### src/rtl/riscv_pkg.sv
// Shared RISC-V front-end definitions.
//   XLEN / ILEN       : address and instruction widths
//   RESET_PC_DEFAULT  : default first fetch address after reset
//   NOP               : canonical ADDI x0,x0,0 encoding
//   fetch_entry_t     : {pc, instr} pair handed from fetch to decode
package riscv_pkg;

    localparam int XLEN = 32;
    localparam int ILEN = 32;

    localparam logic [XLEN-1:0] RESET_PC_DEFAULT = 32'h0000_0000;
    localparam logic [ILEN-1:0] NOP              = 32'h0000_0013;

    typedef struct packed {
        logic [XLEN-1:0] pc;
        logic [ILEN-1:0] instr;
    } fetch_entry_t;

endpackage

### src/rtl/fetch_fifo.sv
// Synchronous fetch buffer.
//   clk, rst_n        : clock, async active-low reset
//   i_push/i_push_data: write one entry at the tail
//   i_pop             : remove the head entry (ignored when empty)
//   i_flush           : discard all entries; overrides push and pop
//   o_head            : entry at the head (stale when empty)
//   o_count/o_empty/o_full : occupancy
// Push and pop in the same cycle while full is legal.
module fetch_fifo #(
    parameter int DEPTH = 2,
    parameter int WIDTH = 64,
    localparam int PTR_W = (DEPTH > 1) ? $clog2(DEPTH) : 1,
    localparam int CNT_W = $clog2(DEPTH + 1)
) (
    input  logic             clk,
    input  logic             rst_n,
    input  logic             i_push,
    input  logic [WIDTH-1:0] i_push_data,
    input  logic             i_pop,
    input  logic             i_flush,
    output logic [WIDTH-1:0] o_head,
    output logic [CNT_W-1:0] o_count,
    output logic             o_empty,
    output logic             o_full
);

    logic [WIDTH-1:0] r_mem [DEPTH];
    logic [PTR_W-1:0] r_wr_ptr;
    logic [PTR_W-1:0] r_rd_ptr;
    logic [CNT_W-1:0] r_count;

    logic w_do_push;
    logic w_do_pop;

    function automatic logic [PTR_W-1:0] ptr_inc(input logic [PTR_W-1:0] p);
        return (p == PTR_W'(DEPTH - 1)) ? '0 : p + 1'b1;
    endfunction

    assign o_empty   = (r_count == '0);
    assign o_full    = (r_count == CNT_W'(DEPTH));
    assign w_do_pop  = i_pop && !o_empty && !i_flush;
    // A full buffer accepts a write only when the head leaves in the same cycle.
    assign w_do_push = i_push && !i_flush && (!o_full || w_do_pop);

    always_ff @(posedge clk or negedge rst_n) begin
        if (!rst_n) begin
            r_wr_ptr <= '0;
            r_rd_ptr <= '0;
            r_count  <= '0;
        end else if (i_flush) begin
            r_wr_ptr <= '0;
            r_rd_ptr <= '0;
            r_count  <= '0;
        end else begin
            if (w_do_push) r_wr_ptr <= ptr_inc(r_wr_ptr);
            if (w_do_pop)  r_rd_ptr <= ptr_inc(r_rd_ptr);
            r_count <= r_count + CNT_W'(w_do_push) - CNT_W'(w_do_pop);
        end
    end

    always_ff @(posedge clk) begin
        if (w_do_push) r_mem[r_wr_ptr] <= i_push_data;
    end

    assign o_head  = r_mem[r_rd_ptr];
    assign o_count = r_count;

endmodule

### src/rtl/fetch_unit.sv
// Instruction-fetch stage.
//   clk, rst_n                      : clock, async active-low reset
//   imem_req_valid/ready/addr       : word read request to instruction memory (addr = pc)
//   imem_rsp_valid/data             : in-order read responses, no backpressure
//   redirect_valid/pc               : taken branch/jump from execute (pc[1:0] ignored)
//   id_valid/ready, id_instr, id_pc : buffered instruction stream to decode
// Requests are credit-limited so that outstanding + buffered never exceeds FIFO_DEPTH.
// A redirect flushes the buffer and arms drop_cnt to swallow responses still in flight.
module fetch_unit
    import riscv_pkg::*;
#(
    parameter int              XLEN       = riscv_pkg::XLEN,
    parameter logic [XLEN-1:0] RESET_PC   = '0,
    parameter int              FIFO_DEPTH = 2
) (
    input  logic            clk,
    input  logic            rst_n,
    output logic            imem_req_valid,
    input  logic            imem_req_ready,
    output logic [XLEN-1:0] imem_req_addr,
    input  logic            imem_rsp_valid,
    input  logic [ILEN-1:0] imem_rsp_data,
    input  logic            redirect_valid,
    input  logic [XLEN-1:0] redirect_pc,
    output logic            id_valid,
    input  logic            id_ready,
    output logic [ILEN-1:0] id_instr,
    output logic [XLEN-1:0] id_pc
);

    localparam int CNT_W = $clog2(FIFO_DEPTH + 1);
    localparam int ENT_W = XLEN + ILEN;

    logic [XLEN-1:0]  r_pc;
    logic [XLEN-1:0]  r_resp_pc;
    logic [CNT_W-1:0] r_outstanding;
    logic [CNT_W-1:0] r_drop_cnt;

    logic [XLEN-1:0]  w_pc_next;
    logic [XLEN-1:0]  w_resp_pc_next;
    logic [CNT_W-1:0] w_outstanding_next;
    logic [CNT_W-1:0] w_drop_cnt_next;

    logic [XLEN-1:0]  w_redirect_aligned;
    logic [CNT_W:0]   w_credit_sum;
    logic             w_credit_ok;
    logic             w_req_fire;
    logic             w_rsp_ok;
    logic             w_rsp_drop;
    logic             w_push;
    logic             w_pop;
    logic [ENT_W-1:0] w_head;
    logic [CNT_W-1:0] w_fifo_count;
    logic             w_fifo_empty;
    logic             w_fifo_full;

    assign w_redirect_aligned = {redirect_pc[XLEN-1:2], 2'b00};

    // A slot freed by this cycle's pop may be reused by this cycle's request.
    assign w_credit_sum = {1'b0, r_outstanding} + {1'b0, w_fifo_count};
    assign w_credit_ok  = (w_credit_sum < (CNT_W+1)'(FIFO_DEPTH)) ||
                          ((w_credit_sum == (CNT_W+1)'(FIFO_DEPTH)) && w_pop);

    // rst_n gating keeps the request low while reset is held.
    assign imem_req_valid = rst_n && (r_drop_cnt == '0) && !redirect_valid && w_credit_ok;
    assign imem_req_addr  = r_pc;
    assign w_req_fire     = imem_req_valid && imem_req_ready;

    // Responses with nothing outstanding are protocol errors and are ignored.
    assign w_rsp_ok   = imem_rsp_valid && (r_outstanding != '0);
    assign w_rsp_drop = w_rsp_ok && (r_drop_cnt != '0);
    assign w_push     = w_rsp_ok && (r_drop_cnt == '0) && !redirect_valid;

    assign w_pop = !w_fifo_empty && id_ready;

    always_comb begin
        w_pc_next          = r_pc;
        w_resp_pc_next     = r_resp_pc;
        w_outstanding_next = r_outstanding + CNT_W'(w_req_fire) - CNT_W'(w_rsp_ok);
        w_drop_cnt_next    = r_drop_cnt - CNT_W'(w_rsp_drop);
        if (redirect_valid) begin
            w_pc_next       = w_redirect_aligned;
            w_resp_pc_next  = w_redirect_aligned;
            // Everything still in flight belongs to the old path.
            w_drop_cnt_next = w_outstanding_next;
        end else begin
            if (w_req_fire) w_pc_next      = r_pc + XLEN'(4);
            if (w_push)     w_resp_pc_next = r_resp_pc + XLEN'(4);
        end
    end

    always_ff @(posedge clk or negedge rst_n) begin
        if (!rst_n) begin
            r_pc          <= RESET_PC;
            r_resp_pc     <= RESET_PC;
            r_outstanding <= '0;
            r_drop_cnt    <= '0;
        end else begin
            r_pc          <= w_pc_next;
            r_resp_pc     <= w_resp_pc_next;
            r_outstanding <= w_outstanding_next;
            r_drop_cnt    <= w_drop_cnt_next;
        end
    end

    fetch_fifo #(
        .DEPTH (FIFO_DEPTH),
        .WIDTH (ENT_W)
    ) u_fifo (
        .clk         (clk),
        .rst_n       (rst_n),
        .i_push      (w_push),
        .i_push_data ({r_resp_pc, imem_rsp_data}),
        .i_pop       (w_pop),
        .i_flush     (redirect_valid),
        .o_head      (w_head),
        .o_count     (w_fifo_count),
        .o_empty     (w_fifo_empty),
        .o_full      (w_fifo_full)
    );

    assign id_valid = !w_fifo_empty;
    // Zero the decode payload when nothing is buffered.
    assign id_pc    = w_fifo_empty ? '0 : w_head[ENT_W-1:ILEN];
    assign id_instr = w_fifo_empty ? '0 : w_head[ILEN-1:0];

    rsp_without_request: assert property (
        @(posedge clk) disable iff (!rst_n) imem_rsp_valid |-> (r_outstanding != '0)
    );

endmodule

### config.mk
export PLATFORM = sky130hd
export DESIGN_NAME = fetch_unit
export DESIGN_NICKNAME = d
export VERILOG_FILES = /design/src/rtl/riscv_pkg.sv /design/src/rtl/fetch_fifo.sv /design/src/rtl/fetch_unit.sv
export SDC_FILE = /design/constraint.sdc
export NUM_CORES = 1
export LEC_CHECK = 0
export CORE_MARGIN = 3
export CORE_UTILIZATION = 53
export DETAILED_ROUTE_END_ITERATION = 8
export GPL_ROUTABILITY_DRIVEN = 1
export GPL_TIMING_DRIVEN = 0
export MAX_ROUTING_LAYER = met4
export PLACE_DENSITY = 0.81
export SLEW_MARGIN = 20
export SYNTH_ARGS = -nofsm -noshare
export SYNTH_HDL_FRONTEND = slang
export SYNTH_HIERARCHICAL = 1
export SYNTH_SLANG_ARGS = --single-unit
### constraint.sdc
create_clock -name clk -period 9.1 [get_ports clk]
set_input_delay 2.73 -clock clk [delete_from_list [all_inputs] [get_ports clk]]
set_output_delay 2.73 -clock clk [all_outputs]
set_load 0.01 [all_outputs]
## After elaboration in Yosys (flattened, before gate mapping)

Memories as Yosys holds them, arrays and structs flattened.
Index checks and enable logic that the tools add are counted.

| word-level totals | value |
|---|---|
| bits in read-only memories | 0 |
| bits in writable memories | 128 |
| word-level logic and storage cells | 64 |
| memories | 1 |
| output and inout bits | 98 |
| register bits | 72 |
| latch bits | 0 |

Memories:

| memory | depth | width | rd ports | clocked after memory_dff | wr ports | RTL line | text |
|---|---|---|---|---|---|---|---|
| u_fifo.r_mem | 2 | 64 | 1 | 0 | 1 | fetch_fifo.sv:27 | `logic [WIDTH-1:0] r_mem [DEPTH];` |

| operators by class | value |
|---|---|
| multiplexer cells | 16 |
| reductions and logical operators | 27 |
| divide/modulo/power cells | 0 |
| equality and inequality tests | 2 |
| shift-type cells | 0 |
| add/subtract/negate cells | 10 |
| bitwise logic cells | 0 |
| multiply operators | 0 |
| magnitude comparators | 1 |

Operators by type and width:

| cell | count |
|---|---|
| $mux 32 | 6 |
| $add 32x3->32 const B | 2 |
| $logic_and 1x1->1 | 14 |
| $reduce_bool 2->1 | 6 |
| $mux 1 | 8 |
| $sub 2x1->2 | 3 |
| $add 2x1->2 | 2 |
| $logic_not 2->1 | 2 |
| $mux 2 | 2 |
| $add 2x2->3 | 1 |
| $eq 3x2->1 const B | 1 |
| $logic_not 1->1 | 3 |
| $lt 3x2->1 const B | 1 |
| $add 1x1->1 const B | 2 |
| $eq 2x2->1 const B | 1 |
| $logic_or 1x1->1 | 2 |

## Logic depth before layout (Yosys ltp)

| depth | value |
|---|---|
| depth after elaboration | 10 |
| depth in mapped cells | 13 |
| mapped depth without buffers | 12 |

## Hierarchy

The synthesis kept the hierarchy.

By module, submodules not included:

| module | sequential area each (um2) | times used | area each (um2) | cells each |
|---|---|---|---|---|
| fetch_fifo | 3943.8 | 1 | 4904.7 | 228 |
| fetch_unit | 1601.5 | 1 | 4156.5 | 459 |

## Worst setup path before layout

No wires, ideal clock.

| timing path | value |
|---|---|
| kind | input to register |
| from | input port redirect_valid |
| to | memory u_fifo.r_mem[1][0], enable pin |
| path slack | 0.108 ns |
| data required time | 8.522 ns |
| path buffers | 2 |
| arrival | 8.414 ns |
| cell stages on the path | 6 |
| cell sequence | inv_1 -> clkbuf_1 -> clkbuf_1 -> and3_1 -> o21ai_2 -> nor3b_1 |

| between the ends | value |
|---|---|
| word-level cells in the longest chain between the ends | 6 |

RTL lines:

| element | RTL line | text |
|---|---|---|
| start, declared | fetch_unit.sv:23 | `input logic redirect_valid,` |
| $logic_not 1->1 | fetch_unit.sv:72 | `assign w_push = w_rsp_ok && (r_drop_cnt == '0) && !redirect_valid;` |
| $logic_and 1x1->1 | fetch_unit.sv:72 |  |
| net w_push | fetch_unit.sv:50 | `logic w_push;` |
| $logic_and 1x1->1 (2 in series) | fetch_fifo.sv:43 | `assign w_do_push = i_push && !i_flush && (!o_full \|\| w_do_pop);` |
| $mux 1 | fetch_fifo.sv:62 | `if (w_do_push) r_mem[r_wr_ptr] <= i_push_data;` |
| $mux 1 (implied by the code) | fetch_fifo.sv:62 |  |
| end, declared | fetch_fifo.sv:27 |  |

The timed path passes the listed nets, and every way through them passes these cells.

## Worst setup path after layout

| timing path | value |
|---|---|
| from | input port redirect_valid |
| to | output port imem_req_valid |

| between the ends | value |
|---|---|
| word-level cells in the longest chain between the ends | 3 |

RTL lines:

| element | RTL line | text |
|---|---|---|
| $logic_not 1->1 | fetch_unit.sv:65 | `assign imem_req_valid = rst_n && (r_drop_cnt == '0) && !redirect_valid && w_credit_ok;` |
| $logic_and 1x1->1 (2 in series) | fetch_unit.sv:65 |  |
| end, declared | fetch_unit.sv:18 | `output logic imem_req_valid,` |

No other way between the ends.

==> flow_summary.json <==
{
  "post_cts_buffers": 0,
  "p_leak_nw": 4.136,
  "tightest_slew_ps": 986.5,
  "wl_met1_um": 8881,
  "drive_gt1_share_pct": 9.767,
  "top_layer": "met4",
  "overflow": 0,
  "min_period_ps": 7251,
  "fmax_mhz": 137.9,
  "cts_max_level": 4,
  "clkLatencyLatePin_ps": 430,
  "cap_violations": 0,
  "fin_cells": 1121,
  "rsz0062_at_grt": "false",
  "maxSlewViolCount": 0,
  "postCtsHoldBufs": 0,
  "portBuffers": 163,
  "fin_crit_sh_pct": 79.68,
  "path_class": "in2out",
  "hold_viol_final": 0,
  "syn-mean-instance-area_um2": 13.20,
  "run_status": "complete, no violations",
  "ys_warn_count": 6,
  "wl_um": 21270,
  "slew_headroom_pct": 33.73,
  "num_vias": 6382,
  "wl_per_cell_um": 18.98,
  "antennaDiodeCount": 0,
  "core_um2": 16640,
  "start_util_pct": 54.42,
  "cts_tree": "done",
  "netlist_area_um2": 9057,
  "cpPeakStageDelay_ps": 670,
  "critPathBufInv": 2,
  "grt_pass1_vias": 6375,
  "dpl-instance-area_um2": 11140,
  "drt_iter0_drc": 425,
  "path_max_fanout": 8,
  "cts_root_buf": "clkbuf_16",
  "die_h_um": 136.7,
  "io_pins": 168,
  "final_antenna_net_count": 0,
  "clock_skew_ps": 12.83,
  "powerDensity_nw_per_um2": 177.8,
  "area_delta_synth_final_pct": 29.27,
  "startpoint_type": "input port",
  "place_congestion": 0.8855,
  "path_delay_family": "buffers and inverters",
  "crit_chain": "clkdlybuf4s50_1, nor3b_1, o211a_1, clkdlybuf4s50_1",
  "fin_hold_ws_ps": 529.7,
  "grt.total_usage_pct": 23.84,
  "clockBufferDepth": 2,
  "firstDrtPassIters": 7,
  "clock_sinks": 196,
  "dp.final_hpwl_um": 15510,
  "dp.cells": 1089,
  "die-area_um2": 18690,
  "grt_max_degree": 57,
  "wl_met3_um": 1759,
  "arrival_ps": 4520,
  "cts_inserted_buffers": 17,
  "vdd_drop_max_v": 0.0001470,
  "route.detailed.drc": 0,
  "vias_per_cell": 5.693,
  "fin_nets": 966,
  "end_kind": "output pin",
  "postSynthCellCount": 686,
  "stdcell_area_um2": 11710,
  "grt_antenna_before_repair": 0,
  "min_path_type": "reg2reg",
  "rows": 47,
  "crit_top_cell": "clkdlybuf4s50_1",
  "die_width_um": 136.7,
  "setup_violations": 0,
  "clkTransAtPathRegs_ps": 70,
  "required_ps": 6370,
  "slowest_stage": "clkdlybuf4s50_1",
  "grt_pass1_wl_um": 33320,
  "final.setup.tns_ps": 0,
  "post_cts_resized": 0,
  "wl_met2_um": 10350
}
flip-flops by register name (all words and copies together), names as in the netlist:
register,cells
u_fifo/o_count,2
r_drop_cnt,2
u_fifo/r_mem,128
u_fifo/r_rd_ptr,1
u_fifo/r_wr_ptr,1
r_outstanding,2
imem_req_addr,30
r_resp_pc,30
worst reg2reg max path: stages, from the launching register on:
cell,delay (ps)
dfrtp_1,450
ha_1,220
fa_1,370
nor3b_1,280
o2111a_1,240
buf_2,240
clkinv_1,310
ha_1,380
inv_1,40
ha_1,180
xnor2_1,130
xnor2_1,230
nand2_1,90
o21ai_0,90
routing by layer:
metal	track usage, %	vias up
met3	4.154	28
met5	-	-
li1	-	2909
met4	8.007	0
met1	31.53	3104
met2	37.76	341
placed cells by master, fill, tap and decap left out, types with 11 or more instances in the layout:
| cell type | instances |
|---|---|
| dfrtp_1 | 68 |
| mux2_1 | 64 |
| nor2_1 | 20 |
| xor2_1 | 24 |
| edfxtp_1 | 128 |
| buf_6 | 11 |
| clkdlybuf4s50_1 | 162 |
| a21boi_0 | 14 |
| nand3_1 | 28 |
| nand4_1 | 25 |
| clkbuf_1 | 17 |
| inv_1 | 11 |
| nor2b_1 | 69 |
| xnor2_1 | 20 |
| clkbuf_16 | 17 |
| buf_4 | 13 |
| nand2b_1 | 11 |
| and3_1 | 11 |
| o21ai_0 | 16 |
| nand2_1 | 30 |
power breakdown:
group | internal, mW | switching [mW] | leakage (nW)
logic | 0.148 | 0.143 | 1.92
registers | 1.01 | 0.0642 | 1.95
clock network | 0.401 | 0.315 | 0.271
total | 1.56 | 0.523 | 4.14
worst paths after layout:
path                                        start                  end  slack [ps]  cells after the start
worst max-delay path               redirect_valid       imem_req_valid        1850                      4
worst min-delay path                r_resp_pc[31]  u_fifo/r_mem[0][63]         530                      0
worst max register to register  u_fifo/o_count[0]        r_drop_cnt[1]        5770                     13
worst min register to register      r_resp_pc[31]  u_fifo/r_mem[0][63]         530                      0
max in group asynchronous                   rst_n         r_resp_pc[6]        6400                      2
min in group asynchronous                   rst_n     r_outstanding[1]        2150                      1
final cells by class:
class | count | area [µm²]
flip-flops and latches | 196 | 5545
fillers | 1148 | 4933
multi-input cells | 449 | 3306
repair buffers | 178 | 1780
clock buffers | 17 | 425.4
well taps | 220 | 275.3
plain buffers | 34 | 190.2
clock inverters | 15 | 141.4
inverters | 12 | 45.04
metrics by stage:
step	power (mW)	util [%]	setup WS [ps]
after floorplan	1.224	-	107.8
after global routing	2.162	70.36	1767
after CTS	2.091	70.36	1834
final	2.081	70.36	1849
after detailed placement	1.376	66.95	1835
after global placement	1.358	66.00	-3343
Note: power is estimated with default switching activity, not from simulation.
